**config.mk**
```make
export PLATFORM = sky130hd
export DESIGN_NAME = seg7_scan_driver
export DESIGN_NICKNAME = d
export VERILOG_FILES = /design/src/rtl/seg7_scan_driver.sv
export SDC_FILE = /design/constraint.sdc
export NUM_CORES = 1
export LEC_CHECK = 0
export BUFFER_PORTS_ARGS = -buffer_cell sky130_fd_sc_hd__buf_2
export CAP_MARGIN = 10
export CORE_ASPECT_RATIO = 0.75
export CORE_MARGIN = 2
export CORE_UTILIZATION = 35
export CTS_CLUSTER_DIAMETER = 100
export DETAILED_ROUTE_END_ITERATION = 10
export PLACE_DENSITY = 0.64
export SYNTH_ARGS = -nofsm -noshare
export SYNTH_HDL_FRONTEND = slang
export SYNTH_SLANG_ARGS = --single-unit
```
**constraint.sdc**
```tcl
create_clock -name clk -period 5.54 [get_ports clk]
set_clock_uncertainty 0.05 [all_clocks]
set_input_delay 1.385 -clock clk [delete_from_list [all_inputs] [get_ports clk]]
set_output_delay 1.385 -clock clk [all_outputs]
set_load 0.01 [all_outputs]
```
**src/rtl/seg7_scan_driver.sv**
```systemverilog
// Multiplexed 4-digit hex 7-segment scan driver.
// Each digit slot is an anti-ghosting blank period followed by a lit period.
module seg7_scan_driver #(
  parameter int unsigned ON_CYCLES    = 1000,
  parameter int unsigned BLANK_CYCLES = 24
) (
  input  logic        clk,
  input  logic        reset,
  input  logic        enable,
  input  logic [15:0] value,
  input  logic        polarity,
  input  logic        lzb,
  output logic [6:0]  segments,
  output logic [3:0]  digit_en,
  output logic        frame_done
);

  localparam int unsigned MAX_CYCLES = (ON_CYCLES > BLANK_CYCLES) ? ON_CYCLES : BLANK_CYCLES;
  localparam int unsigned CNT_W      = (MAX_CYCLES > 1) ? $clog2(MAX_CYCLES) : 1;
  localparam logic [CNT_W-1:0] ON_LAST    = CNT_W'(ON_CYCLES - 1);
  localparam logic [CNT_W-1:0] BLANK_LAST = CNT_W'(BLANK_CYCLES - 1);

  localparam logic [1:0] S_IDLE  = 2'd0;
  localparam logic [1:0] S_BLANK = 2'd1;
  localparam logic [1:0] S_ON    = 2'd2;

  logic [1:0]       state, state_n;
  logic [1:0]       idx, idx_n;
  logic [CNT_W-1:0] cnt, cnt_n;
  logic [15:0]      shadow, shadow_n;
  logic [6:0]       seg_r, seg_n;
  logic [3:0]       dig_r, dig_n;
  logic             fd_n;
  logic [3:0]       nibble;
  logic             lead_zero;

  function automatic logic [6:0] glyph(input logic [3:0] n);
    case (n)
      4'h0: glyph = 7'h3F;
      4'h1: glyph = 7'h06;
      4'h2: glyph = 7'h5B;
      4'h3: glyph = 7'h4F;
      4'h4: glyph = 7'h66;
      4'h5: glyph = 7'h6D;
      4'h6: glyph = 7'h7D;
      4'h7: glyph = 7'h07;
      4'h8: glyph = 7'h7F;
      4'h9: glyph = 7'h6F;
      4'hA: glyph = 7'h77;
      4'hB: glyph = 7'h7C;
      4'hC: glyph = 7'h39;
      4'hD: glyph = 7'h5E;
      4'hE: glyph = 7'h79;
      default: glyph = 7'h71;
    endcase
  endfunction

  // Next-state, slot timing and registered-output computation.
  always_comb begin
    state_n  = state;
    idx_n    = idx;
    cnt_n    = cnt;
    shadow_n = shadow;
    fd_n     = 1'b0;

    if (!enable) begin
      state_n = S_IDLE;
      idx_n   = 2'd0;
      cnt_n   = '0;
    end else begin
      case (state)
        S_IDLE: begin
          state_n  = S_BLANK;
          idx_n    = 2'd0;
          cnt_n    = '0;
          shadow_n = value;
        end
        S_BLANK: begin
          if (cnt == BLANK_LAST) begin
            state_n = S_ON;
            cnt_n   = '0;
          end else begin
            cnt_n = cnt + CNT_W'(1);
          end
        end
        S_ON: begin
          if (cnt == ON_LAST) begin
            state_n = S_BLANK;
            cnt_n   = '0;
            idx_n   = idx + 2'd1;
            if (idx == 2'd3) begin
              shadow_n = value;
              fd_n     = 1'b1;
            end
          end else begin
            cnt_n = cnt + CNT_W'(1);
          end
        end
        default: state_n = S_IDLE;
      endcase
    end

    // Glyph and blanking are derived from the upcoming slot so outputs align with state.
    case (idx_n)
      2'd0: begin nibble = shadow_n[3:0];   lead_zero = 1'b0;                           end
      2'd1: begin nibble = shadow_n[7:4];   lead_zero = lzb && (shadow_n[15:4] == 12'h0); end
      2'd2: begin nibble = shadow_n[11:8];  lead_zero = lzb && (shadow_n[15:8] == 8'h0);  end
      default: begin nibble = shadow_n[15:12]; lead_zero = lzb && (shadow_n[15:12] == 4'h0); end
    endcase

    seg_n = (state_n == S_ON && !lead_zero) ? glyph(nibble) : 7'h00;
    dig_n = (state_n == S_ON) ? (4'b0001 << idx_n) : 4'b0000;
  end

  always_ff @(posedge clk) begin
    if (reset) begin
      state      <= S_IDLE;
      idx        <= 2'd0;
      cnt        <= '0;
      shadow     <= 16'h0000;
      seg_r      <= 7'h00;
      dig_r      <= 4'h0;
      frame_done <= 1'b0;
    end else begin
      state      <= state_n;
      idx        <= idx_n;
      cnt        <= cnt_n;
      shadow     <= shadow_n;
      seg_r      <= seg_n;
      dig_r      <= dig_n;
      frame_done <= fd_n;
    end
  end

  // Polarity applied combinationally so a change is visible in the same cycle.
  assign segments = seg_r ^ {7{~polarity}};
  assign digit_en = dig_r ^ {4{~polarity}};

endmodule

```
==> results by group <==
Status
  • Status: finished, final reports clean

Place
  • Placed cells: 391
  • GP Congestion: approximately 0.86
  • Post-DP HPWL: approximately 4.3 mm
  • PortBufs: 32

Detailed routing
  • Drt drc: 0
  • Vias post-DR: about 2100
  • DRT Pass-1 Iters: 4
  • Post-detailed-route count of antenna-violating nets: 0
  • Final wirelength: ~5.6 mm
  • WL/cell: 14.0 um
  • Avg Vias per Cell: around 5.3
  • Initial DRC count: 100

Layout
  • Area Overhead vs Synth: 14.8%
  • # diodes: 0
  • Multi-input gate area: 1540 um2
  • Nets: about 350
  • # fillers: approximately 700
  • Final Non-Filler Cells: 399
  • Layout cells sized above 1: 0.168
  • Register area: around 840 um2

Logic synthesis
  • Register area share after synthesis: 0.339
  • Synth cell types: between 50 and 60
  • Count leader, synth: dfxtp_1
  • Yosys top cell area share: 0.339
  • Post-synth EDFFs: 0
  • Syn. warnings: 0
  • Ys flop type: dfxtp_1
  • Syn Area/Cell: 8.73 um2
  • Mapped Area: 2480 um2
  • Yosys top cell by area: dfxtp_1
  • Yosys reg bits: 42
  • Cells after synthesis: 284
  • Synth cell count leaders: dfxtp_1, nor2_1, nand2_1, ha_1, xnor2_1
  • Asr flop ratio synth: 0
  • Post-Syn Nets: around 320
  • Ranking of synthesized cells by area: dfxtp_1, ha_1, xnor2_1

Worst hold path
  • Hold WC Path Type: flop to flop

Global routing
  • First-pass GRT wire length: roughly 9.5 mm
  • Largest net degree at the start of global routing: 22
  • GRT Total Usage: 0.150
  • Vias in the first global route: 2032
  • Total global routing overflow: 0
  • Initial antenna violation count: 0

STA
  • Final hold vios: 0
  • Slew HR: 0.480
  • Setup tns final: 0 ps
  • FMAX: ~230 MHz
  • Period utilisation layout: 0.784
  • Min Tclk post-route: approximately 4300 ps
  • Final setup violating endpoints: 0
  • Unrepaired setup endpoints after global routing: no
  • Final Slew Violations: 0
  • Worst-margin pin slew: 780 ps

Floorplan
  • Io pins: 33
  • Core area: around 7000 um2
  • Height of the die: 76.9 um
  • Die width: roughly 100 um
  • Die area: around 7800 um2
  • # rows: 26
  • Initial Util: 0.363

Critical path
  • Top cell family by delay on the critical path: compound AO/OA/AOI/OAI gates
  • Setup crit start kind: flop
  • Critical path class: flop to flop
  • Crit-path max cell delay: between 400 and 500 ps
  • CP Data Arrival Time: ~4500 ps
  • Most frequent CP cell: ha_1
  • Crit path required time: between 5000 and 6000 ps
  • WP buf/inv: 2
  • Cells along the critical path: ha_1 -> nand3b_4 -> nor3_1 -> mux2_2 -> a22oi_1 -> nand2b_1 -> inv_1 -> ha_1 -> a22oi_1 -> inv_1 -> a221oi_1 -> a21boi_1 -> ha_1 -> nand3_1 -> a21bo_1 -> a221oi_2
  • CP max FO: 8
  • CP Capture Type: flop
  • Crit-path slowest cell: nor3_1

Power and ir drop
  • Maximum vdd drop: about 0.00012 V
  • Switching power total: ~0.17 mW
  • Combinational share of power: 0.134
  • PwrDens: roughly 240 nW/um2
  • Switching part of the total power: 0.242
  • Pint: approximately 0.53 mW
  • Flop pwr share: 0.449
  • Clock Power Share: 0.416
  • Leakage: 1.20 nW

Run
  • Max-cap violations: 0

CTS
  • Longest Clk Path Bufs: 2
  • Setup bufs post-CTS: 0
  • Clock Root Buffer: clkbuf_8
  • CTS tree: done
  • PostCTS Resize Cnt: 0
  • Count of clock tree sinks: 42
  • H-tree depth: 2
  • Worst-Skew Late Latency: 300 ps
  • Post-CTS Hold Buffers: 0
  • Total CTS buffers: 5
  • Worst-path clk slew: roughly 80 ps
[stage by stage]
| stage | power (mW) | hold slack, ps | area (um2) | utilization | setup WS [ps] |
|---|---|---|---|---|---|
| 6_report | 0.697 | 458 | 2850 | 0.417 | 1200 |
| 5_1_grt | 0.726 | 493 | 2850 | 0.417 | 931 |
| 4_1_cts | 0.703 | 455 | 2850 | 0.417 | 1320 |
| 3_5_place_dp | 0.413 | 443 | 2710 | 0.397 | 1270 |
| 3_3_place_gp | 0.412 | 440 | 2710 | 0.397 | 1290 |
| 2_1_floorplan | 0.384 | 413 | 2480 | - | 1360 |
[placed cells by master, fill, tap and decap left out, types with 3 or more instances in the layout]
cell      count
dfxtp_1      42
nor2_1       33
buf_2        32
nand2_1      20
ha_1         18
xnor2_1      16
nor3_1       13
o21ai_0      13
inv_1        12
nand3_1      10
a22o_1       10
a21oi_1       9
a22oi_1       7
nor2b_1       5
clkbuf_8      5
a221oi_1      4
o41ai_1       4
xor2_1        4
nand2b_1      3
o31ai_1       3
and2_1        3
[final cells by class]
cell class | instances | area share
Clock buffer | 5 | 0.0242
Clock inverter | 3 | 0.0242
Inverter | 12 | 0.0158
Multi-Input combinational cell | 219 | 0.542
Sequential cell | 42 | 0.295
Tap cell | 84 | 0.0369
Timing Repair Buffer | 34 | 0.0615
[state kept, by name (all words and copies together) (netlist names)]
register / flops
idx: 2
state: 2
cnt: 10
dig_r: 4
seg_r: 7
shadow: 16
frame_done: 1
[layer usage]
metal  part of all wire  track usage  wire length [um]  vias up
met5                  0            0                 0        -
met2               0.39        0.211              2180       63
met3              0.060       0.0383               332        6
met4             0.0088       0.0365                49        0
met1               0.54        0.226              3010      953
li1                   -            -                 -     1089
[power groups by stage]
stage	Combinational, mW	Clock (mW)	Sequential (mW)
floorplan	0.0651	0	0.319
global placement	0.0922	0	0.320
detailed placement	0.0923	0	0.320
CTS	0.0928	0.297	0.313
global route	0.103	0.308	0.314
finish	0.0935	0.290	0.313
[final timing paths]
kind / slack [ps] / from / depth (start not counted) / to
max: 1200 / cnt[0] / 16 / seg_r[6]
max reg2reg: 1200 / cnt[0] / 16 / seg_r[6]
min: 460 / shadow[11] / 2 / shadow[11]
min reg2reg: 460 / shadow[11] / 2 / shadow[11]
[worst min-delay path, cell delays in order (launching register included)]
cell and delay [ps]:
dfxtp_1 330, o21ai_0 80, a21oi_1 60
[cells by family (layout without fill, tap and decap cells)]
family | Yosys count | in the layout | synth area share
XOR/XNOR | 20 | 20 | 0.0707
adder cells (fa/ha/maj) | 18 | 18 | 0.0909
buffers and inverters | 23 | 54 | 0.0384
AO/OA/AOI/OAI | 73 | 73 | 0.229
AND/OR/NAND/NOR | 105 | 105 | 0.219
multiplexers | 3 | 3 | 0.0126
flip-flops | 42 | 42 | 0.339
Power figures use the tool's default switching activity.
